File: config.mk
export PLATFORM = sky130hd
export DESIGN_NAME = unified_sram_arbiter_flat
export DESIGN_NICKNAME = d
export VERILOG_FILES = /design/src/rtl/minicpu_mem_pkg.sv /design/src/rtl/unified_sram_arbiter_if.sv /design/src/rtl/unified_sram_arbiter_fair_counter.sv /design/src/rtl/unified_sram_arbiter.sv /design/src/flat_wrapper.sv
export SDC_FILE = /design/constraint.sdc
export NUM_CORES = 1
export LEC_CHECK = 0
export ABC_CLOCK_PERIOD_IN_PS = 1800
export BUFFER_PORTS_ARGS = -buffer_cell sky130_fd_sc_hd__buf_2
export CAP_MARGIN = 40
export CORE_AREA = 3 3 104 106
export DETAILED_ROUTE_END_ITERATION = 16
export DIE_AREA = 0 0 107 109
export PLACE_DENSITY = 0.6
export SLEW_MARGIN = 25
export SYNTH_ARGS = -nofsm -noshare
export SYNTH_HDL_FRONTEND = slang
export SYNTH_SLANG_ARGS = --single-unit
File: constraint.sdc
create_clock -name clk -period 1.8 [get_ports clk]
set_input_delay 0.36 -clock clk [delete_from_list [all_inputs] [get_ports clk]]
set_output_delay 0.36 -clock clk [all_outputs]
set_load 0.02 [all_outputs]
File: src/rtl/minicpu_mem_pkg.sv
// Memory-side types and constants shared by the miniCPU core and its SRAM arbiter.
package minicpu_mem_pkg;

  localparam int unsigned MEM_ADDR_W = 32;
  localparam int unsigned MEM_DATA_W = 32;
  localparam logic [31:0] BOOT_PC    = 32'hC000_0000;

  // Width of the data-run counter; holds MAX_DATA_RUN values up to 15.
  localparam int unsigned RUN_W      = 4;

  typedef enum logic [1:0] {
    RESP_IDLE = 2'd0,
    RESP_INST = 2'd1,
    RESP_DATA = 2'd2
  } resp_owner_e;

endpackage

File: src/rtl/unified_sram_arbiter_if.sv
// Bundle of the fetch port, data port and SRAM macro signals around the arbiter.
// Handshake: req is held until gnt is seen high in the same cycle; rvalid follows gnt by exactly one cycle and cannot be stalled.
interface unified_sram_arbiter_if #(
  parameter int unsigned ADDR_W = 32,
  parameter int unsigned DATA_W = 32
);
  logic              inst_req;
  logic [ADDR_W-1:0] inst_addr;
  logic              inst_gnt;
  logic              inst_rvalid;
  logic [DATA_W-1:0] inst_rdata;

  logic              data_req;
  logic              data_we;
  logic [ADDR_W-1:0] data_addr;
  logic [DATA_W-1:0] data_wdata;
  logic              data_gnt;
  logic              data_rvalid;
  logic [DATA_W-1:0] data_rdata;

  logic              sram_en;
  logic              sram_we;
  logic [ADDR_W-1:0] sram_addr;
  logic [DATA_W-1:0] sram_wdata;
  logic [DATA_W-1:0] sram_rdata;

  modport slave (
    input  inst_req, inst_addr, data_req, data_we, data_addr, data_wdata, sram_rdata,
    output inst_gnt, inst_rvalid, inst_rdata, data_gnt, data_rvalid, data_rdata,
    output sram_en, sram_we, sram_addr, sram_wdata
  );

  modport master (
    output inst_req, inst_addr, data_req, data_we, data_addr, data_wdata, sram_rdata,
    input  inst_gnt, inst_rvalid, inst_rdata, data_gnt, data_rvalid, data_rdata,
    input  sram_en, sram_we, sram_addr, sram_wdata
  );

endinterface

File: src/rtl/unified_sram_arbiter_fair_counter.sv
// Counts back-to-back data grants while a fetch waits and forces a fetch grant once the run limit is hit.
module arb_fair_counter
  import minicpu_mem_pkg::*;
#(
  parameter int unsigned MAX_DATA_RUN = 3
) (
  input  logic clk,
  input  logic resetn,
  input  logic inst_req,
  input  logic inst_gnt,
  input  logic data_gnt,
  output logic force_inst
);
  localparam logic [RUN_W-1:0] MAX_RUN = RUN_W'(MAX_DATA_RUN);

  logic [RUN_W-1:0] data_run_q;
  logic [RUN_W-1:0] data_run_d;

  // Decision uses only the registered count, so it never loops through the grant.
  assign force_inst = inst_req && (data_run_q == MAX_RUN);

  always_comb begin
    data_run_d = data_run_q;
    if (!inst_req || inst_gnt) begin
      data_run_d = '0;
    end else if (data_gnt && (data_run_q < MAX_RUN)) begin
      data_run_d = data_run_q + 1'b1;
    end
  end

  always_ff @(posedge clk or negedge resetn) begin
    if (!resetn) data_run_q <= '0;
    else         data_run_q <= data_run_d;
  end

endmodule

File: src/rtl/unified_sram_arbiter.sv
// Shares one 1-cycle-latency SRAM between fetch and data ports; data wins unless a fetch has waited MAX_DATA_RUN grants.
// Build option ARB_STATS_EN adds saturating grant/conflict counters.
module unified_sram_arbiter
  import minicpu_mem_pkg::*;
#(
  parameter int unsigned ADDR_W       = MEM_ADDR_W,
  parameter int unsigned DATA_W       = MEM_DATA_W,
  parameter int unsigned MAX_DATA_RUN = 3
) (
  input  logic                     clk,
  input  logic                     resetn,
  unified_sram_arbiter_if.slave    bus,
`ifdef ARB_STATS_EN
  output logic [31:0]              stat_inst_grants,
  output logic [31:0]              stat_data_grants,
  output logic [31:0]              stat_conflicts,
`endif
  output resp_owner_e              resp_state
);
  logic              force_inst;
  logic              inst_gnt;
  logic              data_gnt;
  logic [ADDR_W-1:0] addr_mux;
  logic [DATA_W-1:0] wdata_mux;

  resp_owner_e state_q, state_d;
  logic        store_q, store_d;
  logic        inst_rvalid_q, data_rvalid_q;

  arb_fair_counter #(.MAX_DATA_RUN(MAX_DATA_RUN)) u_fair (
    .clk        (clk),
    .resetn     (resetn),
    .inst_req   (bus.inst_req),
    .inst_gnt   (inst_gnt),
    .data_gnt   (data_gnt),
    .force_inst (force_inst)
  );

  // Gating with resetn keeps every output at 0 while reset is asserted.
  assign inst_gnt = resetn & bus.inst_req & (~bus.data_req | force_inst);
  assign data_gnt = resetn & bus.data_req & ~inst_gnt;

  always_comb begin
    addr_mux  = '0;
    wdata_mux = '0;
    if (inst_gnt) begin
      addr_mux = bus.inst_addr;
    end else if (data_gnt) begin
      addr_mux  = bus.data_addr;
      wdata_mux = bus.data_we ? bus.data_wdata : '0;
    end
  end

  assign bus.inst_gnt   = inst_gnt;
  assign bus.data_gnt   = data_gnt;
  assign bus.sram_en    = inst_gnt | data_gnt;
  assign bus.sram_we    = data_gnt & bus.data_we;
  assign bus.sram_addr  = addr_mux;
  assign bus.sram_wdata = wdata_mux;

  always_comb begin
    state_d = RESP_IDLE;
    if (inst_gnt)      state_d = RESP_INST;
    else if (data_gnt) state_d = RESP_DATA;
    store_d = data_gnt & bus.data_we;
  end

  always_ff @(posedge clk or negedge resetn) begin
    if (!resetn) begin
      state_q       <= RESP_IDLE;
      store_q       <= 1'b0;
      inst_rvalid_q <= 1'b0;
      data_rvalid_q <= 1'b0;
    end else begin
      state_q       <= state_d;
      store_q       <= store_d;
      inst_rvalid_q <= (state_d == RESP_INST);
      data_rvalid_q <= (state_d == RESP_DATA);
    end
  end

  assign resp_state      = state_q;
  assign bus.inst_rvalid = inst_rvalid_q;
  assign bus.data_rvalid = data_rvalid_q;
  assign bus.inst_rdata  = inst_rvalid_q ? bus.sram_rdata : '0;
  assign bus.data_rdata  = (data_rvalid_q && !store_q) ? bus.sram_rdata : '0;

`ifdef ARB_STATS_EN
  logic [31:0] inst_cnt_q, inst_cnt_d;
  logic [31:0] data_cnt_q, data_cnt_d;
  logic [31:0] conf_cnt_q, conf_cnt_d;

  always_comb begin
    inst_cnt_d = inst_cnt_q;
    data_cnt_d = data_cnt_q;
    conf_cnt_d = conf_cnt_q;
    if (inst_gnt && (inst_cnt_q != '1)) inst_cnt_d = inst_cnt_q + 32'd1;
    if (data_gnt && (data_cnt_q != '1)) data_cnt_d = data_cnt_q + 32'd1;
    if (bus.inst_req && bus.data_req && (conf_cnt_q != '1)) conf_cnt_d = conf_cnt_q + 32'd1;
  end

  always_ff @(posedge clk or negedge resetn) begin
    if (!resetn) begin
      inst_cnt_q <= '0;
      data_cnt_q <= '0;
      conf_cnt_q <= '0;
    end else begin
      inst_cnt_q <= inst_cnt_d;
      data_cnt_q <= data_cnt_d;
      conf_cnt_q <= conf_cnt_d;
    end
  end

  assign stat_inst_grants = inst_cnt_q;
  assign stat_data_grants = data_cnt_q;
  assign stat_conflicts   = conf_cnt_q;
`endif

endmodule

File: src/flat_wrapper.sv
// flat-port wrapper written by rule: the top's interface ports become plain ports
module unified_sram_arbiter_flat import minicpu_mem_pkg::*;
#(
  parameter int unsigned ADDR_W       = MEM_ADDR_W,
  parameter int unsigned DATA_W       = MEM_DATA_W,
  parameter int unsigned MAX_DATA_RUN = 3
)
  (clk, resetn, resp_state, bus_inst_req, bus_inst_addr, bus_data_req, bus_data_we, bus_data_addr, bus_data_wdata, bus_sram_rdata, bus_inst_gnt, bus_inst_rvalid, bus_inst_rdata, bus_data_gnt, bus_data_rvalid, bus_data_rdata, bus_sram_en, bus_sram_we, bus_sram_addr, bus_sram_wdata);
  unified_sram_arbiter_if #(.ADDR_W(ADDR_W), .DATA_W(DATA_W)) bus_i ();
  input  logic clk;
  input  logic resetn;
  output resp_owner_e resp_state;
  input wire logic [$bits(bus_i.inst_req)-1:0] bus_inst_req;
  input wire logic [$bits(bus_i.inst_addr)-1:0] bus_inst_addr;
  input wire logic [$bits(bus_i.data_req)-1:0] bus_data_req;
  input wire logic [$bits(bus_i.data_we)-1:0] bus_data_we;
  input wire logic [$bits(bus_i.data_addr)-1:0] bus_data_addr;
  input wire logic [$bits(bus_i.data_wdata)-1:0] bus_data_wdata;
  input wire logic [$bits(bus_i.sram_rdata)-1:0] bus_sram_rdata;
  output wire logic [$bits(bus_i.inst_gnt)-1:0] bus_inst_gnt;
  output wire logic [$bits(bus_i.inst_rvalid)-1:0] bus_inst_rvalid;
  output wire logic [$bits(bus_i.inst_rdata)-1:0] bus_inst_rdata;
  output wire logic [$bits(bus_i.data_gnt)-1:0] bus_data_gnt;
  output wire logic [$bits(bus_i.data_rvalid)-1:0] bus_data_rvalid;
  output wire logic [$bits(bus_i.data_rdata)-1:0] bus_data_rdata;
  output wire logic [$bits(bus_i.sram_en)-1:0] bus_sram_en;
  output wire logic [$bits(bus_i.sram_we)-1:0] bus_sram_we;
  output wire logic [$bits(bus_i.sram_addr)-1:0] bus_sram_addr;
  output wire logic [$bits(bus_i.sram_wdata)-1:0] bus_sram_wdata;
  assign bus_i.inst_req = bus_inst_req;
  assign bus_i.inst_addr = bus_inst_addr;
  assign bus_i.data_req = bus_data_req;
  assign bus_i.data_we = bus_data_we;
  assign bus_i.data_addr = bus_data_addr;
  assign bus_i.data_wdata = bus_data_wdata;
  assign bus_i.sram_rdata = bus_sram_rdata;
  assign bus_inst_gnt = bus_i.inst_gnt;
  assign bus_inst_rvalid = bus_i.inst_rvalid;
  assign bus_inst_rdata = bus_i.inst_rdata;
  assign bus_data_gnt = bus_i.data_gnt;
  assign bus_data_rvalid = bus_i.data_rvalid;
  assign bus_data_rdata = bus_i.data_rdata;
  assign bus_sram_en = bus_i.sram_en;
  assign bus_sram_we = bus_i.sram_we;
  assign bus_sram_addr = bus_i.sram_addr;
  assign bus_sram_wdata = bus_i.sram_wdata;
  unified_sram_arbiter #(.ADDR_W(ADDR_W), .DATA_W(DATA_W), .MAX_DATA_RUN(MAX_DATA_RUN)) u_core (.clk(clk), .resetn(resetn), .bus(bus_i), .resp_state(resp_state));
endmodule
==> out/results.md <==
| Metric | Value |
|:---|:---|
| DIE HEIGHT | 109 um |
| Die footprint | 0.0117 sq mm |
| Cell area after placement | 0.00294 sq mm |
| Drt wl/cell | 14.1 um |
| Count of mapped cells out of synthesis | 176 |
| Initial antenna violation count | 0 |
| Min-Delay Path Class | primary input to asynchronous set/reset pin |
| Floorplan Core Area | 0.00986 sq mm |
| CP startpoint | u_core.u_fair.data_run_q[0] |
| Final Instance Area | 0.00337 sq mm |
| Post-synthesis area per instance | 7.62 sq um |
| CTS tree | done |
| Worst reg2reg path endpoint | u_core.u_fair.data_run_q[0] |
| Vias in the first global route | 2,398 |
| Tmin final | 2370 ps |
| Global-route congestion overflow total | 0 |
| Max Freq | 421 MHz |
| H-tree lvl count | 1 |
| First-pass GRT wire length | 11.2 mm |
| Detail-routed via count per cell | 4.19 |
| Die Span X | 107 um |
| Post-route non-filler standard cell count | 585 |
| Register area share after synthesis | 13.1% |
| Detailed placement HPWL | 6.62 mm |
| DP Cell Count | 569 |
| Total nets after synthesis | 310 |
| Worst-skew pair later-pin latency | 230 ps |
| Final setup fails | 70 |
| Failing checks | setup timing |
| Fin Clk Skew | 2.50 ps |
| Clock-pin slew reported for the worst setup and hold paths after clock tree synthesis | 40 ps |
| GPL Wtd Cong | 0.814 |
| Register-to-register setup slack | -100 ps |
| Outcome | finished, violations left |
| Final number of hold-violating endpoints | 0 |
| Count of TritonRoute iterations in the first routing pass | 4 |
| Critical Setup Path Class | flop to output pin |
| Layout cells sized above 1 | 72.1% |
| Layout overhead on the synthesized area | 151% |
| Startpoint type of the worst setup path | flop |
| Capturing element type of the critical path | output pin |
| Port buffer count | 268 |
| Via count | 2,453 |
| Max-cap violation count | 0 |
| Cell area after synthesis | 0.00134 sq mm |
| Required time of the critical path | 1440 ps |
| CTS max path bufs | 2 |
| Drc violations | 0 |
| Least-Margin Pin Slew | 448 ps |
| Number of CTS-inserted buffers | 3 |
| Post-synthesis register bit count | 7 |
| Largest fanout on the critical path | 8 |
| Depth of the most critical reg-to-reg path | 9 |
| Worst setup margin | -573 ps |
| Initial core utilization | 13.6% |
| Number of antenna diodes | 0 |
| Source of the worst register-to-register timing path | u_core.u_fair.data_run_q[0] |
| Reported leakage power | 2.08 nW |
| Maximum number of pins on one net before global-route repair | 52 |
| Library cells used by synthesis | 22 |
| Global router's overall resource usage | 11.7% |
| Maximum vdd drop | 0.000129 V |
| Max Slew Vio Count | 0 |
| Clock root buffer | sky130_fd_sc_hd__clkbuf_8 |
| Final period util | 132% |
| Antenna Nets Post-Route | 0 |
| Total wirelength of the detailed-routed design | 8.28 mm |
| Count of warnings emitted by yosys | 0 |
| First-iteration detailed-routing DRC count | 81 |
| Total Nets Final | 587 |
| Number of clock sinks | 7 |
| Sum of negative setup slack | -35,140 ps |
| Endpoint of the most critical setup path | bus_sram_addr[19] |
| Number of primary I/O pins | 269 |
| Number of rows created at floorplan | 36 |
| Data arrival, critical path | 2010 ps |
| Relative slew slack | 70.1% |
| Minimum hold slack | 92.5 ps |
| Power density of the placed cells | 328 mW/mm^2 |
| RSZ-0062 raised after global routing | true |
==> Yosys cell counts <==
| library cell | count | area (sq um) |
|---|---|---|
| sky130_fd_sc_hd__buf_6 | 5 | 56.3 |
| sky130_fd_sc_hd__o22ai_1 | 2 | 12.5 |
| sky130_fd_sc_hd__o21a_1 | 1 | 7.51 |
| sky130_fd_sc_hd__clkbuf_1 | 11 | 41.3 |
| sky130_fd_sc_hd__buf_2 | 3 | 15.0 |
| sky130_fd_sc_hd__nand2_1 | 2 | 7.51 |
| sky130_fd_sc_hd__and3_1 | 32 | 200 |
| sky130_fd_sc_hd__or2_2 | 1 | 6.26 |
| sky130_fd_sc_hd__nand4bb_1 | 1 | 11.3 |
| sky130_fd_sc_hd__inv_1 | 1 | 3.75 |
| sky130_fd_sc_hd__and2_1 | 65 | 407 |
| sky130_fd_sc_hd__or3b_4 | 1 | 11.3 |
| sky130_fd_sc_hd__nor2b_1 | 1 | 6.26 |
| sky130_fd_sc_hd__nor3b_1 | 2 | 15.0 |
| sky130_fd_sc_hd__o211a_1 | 2 | 20.0 |
| sky130_fd_sc_hd__nand2b_1 | 1 | 6.26 |
| sky130_fd_sc_hd__buf_4 | 2 | 15.0 |
| sky130_fd_sc_hd__dfrtp_1 | 7 | 175 |
| sky130_fd_sc_hd__a22o_1 | 32 | 280 |
| sky130_fd_sc_hd__o211ai_1 | 2 | 15.0 |
| sky130_fd_sc_hd__ha_1 | 1 | 12.5 |
| sky130_fd_sc_hd__a21oi_4 | 1 | 16.3 |
==> critical path, stage by stage, from the launching register on <==
cell and delay [ps]:
sky130_fd_sc_hd__dfrtp_1 350, sky130_fd_sc_hd__ha_2 180, sky130_fd_sc_hd__or3b_4 380, sky130_fd_sc_hd__buf_6 130, sky130_fd_sc_hd__a21oi_4 150, sky130_fd_sc_hd__buf_12 150
sky130_fd_sc_hd__clkbuf_16 150, sky130_fd_sc_hd__a22o_1 160, sky130_fd_sc_hd__buf_6 120
==> per-layer routing <==
layer | wire (um) | share of wire, % | track usage (%)
met4 | 123 | 1.5 | 2.01
met1 | 2790 | 34 | 11.7
met2 | 4460 | 54 | 24.2
met5 | 0 | 0 | 0
met3 | 901 | 11 | 3.32
==> cells by family after synthesis <==
group	synth area share (%)
AOI/OAI and AO/OA	26.2
DFF	13.1
adders and majority gates	0.933
buffers and inverters	9.79
and+or+nand+nor	50.0
==> power breakdown <==
part / internal (mW) / switching (mW) / leakage [nW]
combinational: 0.352 / 0.362 / 1.96
sequential: 0.163 / 0.00250 / 0.0949
clock: 0.154 / 0.0730 / 0.0228
==> per-stage QoR <==
step	power [mW]	setup slack, ps	utilization, %
3_3_place_gp	0.785	-310	29.8
2_1_floorplan	0.498	-238	-
5_1_grt	1.17	-637	34.2
6_report	1.11	-573	34.2
4_1_cts	1.07	-592	32.2
3_5_place_dp	0.792	-347	29.8
==> flip-flops by register name (all words and copies together) (netlist names) <==
signal and cells:
u_core.store_q 1, u_core.u_fair.data_run_q 4, u_core.bus.data_rvalid 1, u_core.resp_state 1
==> cell usage in the layout, fill, tap and decap left out, types with 4 or more instances in the layout <==
cell type / count
sky130_fd_sc_hd__buf_2: 234
sky130_fd_sc_hd__and2_1: 64
sky130_fd_sc_hd__a22o_1: 31
sky130_fd_sc_hd__buf_6: 31
sky130_fd_sc_hd__buf_4: 20
sky130_fd_sc_hd__and3_4: 16
sky130_fd_sc_hd__and3_1: 10
sky130_fd_sc_hd__dfrtp_1: 7
sky130_fd_sc_hd__and3_2: 6
sky130_fd_sc_hd__buf_12: 4
==> cell type report <==
type	instances	area, sq um
fillers	1028	6490
inverters	1	3.75
repair buffers	293	1840
multi-input cells	147	1150
clock buffers	4	45.0
well taps	133	166
flip-flops and latches	7	175
==> worst min path at each step <==
| stage | startpoint | end | slack [ps] | cells after the start |
|---|---|---|---|---|
| final | resetn | u_core.u_fair.data_run_q[1] | 90 | 2 |
| after global routing | resetn | u_core.u_fair.data_run_q[1] | 110 | 2 |
| after CTS | resetn | u_core.u_fair.data_run_q[1] | 90 | 2 |
| after detailed placement | resetn | u_core.store_q | 180 | 1 |
| after global placement | resetn | u_core.bus.data_rvalid | 180 | 1 |
| after floorplan | resetn | u_core.bus.data_rvalid | 60 | 0 |
==> what timing repair did <==
item | 4_1_cts | 5_1_grt
endpoints found under the setup margin | 68 | 69
hold endpoints to repair | 2 | 0
buffers inserted | 4 | 4
hold buffers | 1 | 0
pin swaps | 2 | 27
gates resized for setup | 37 | 32
gates cloned | 1 | 3
Power figures use the tool's default switching activity.
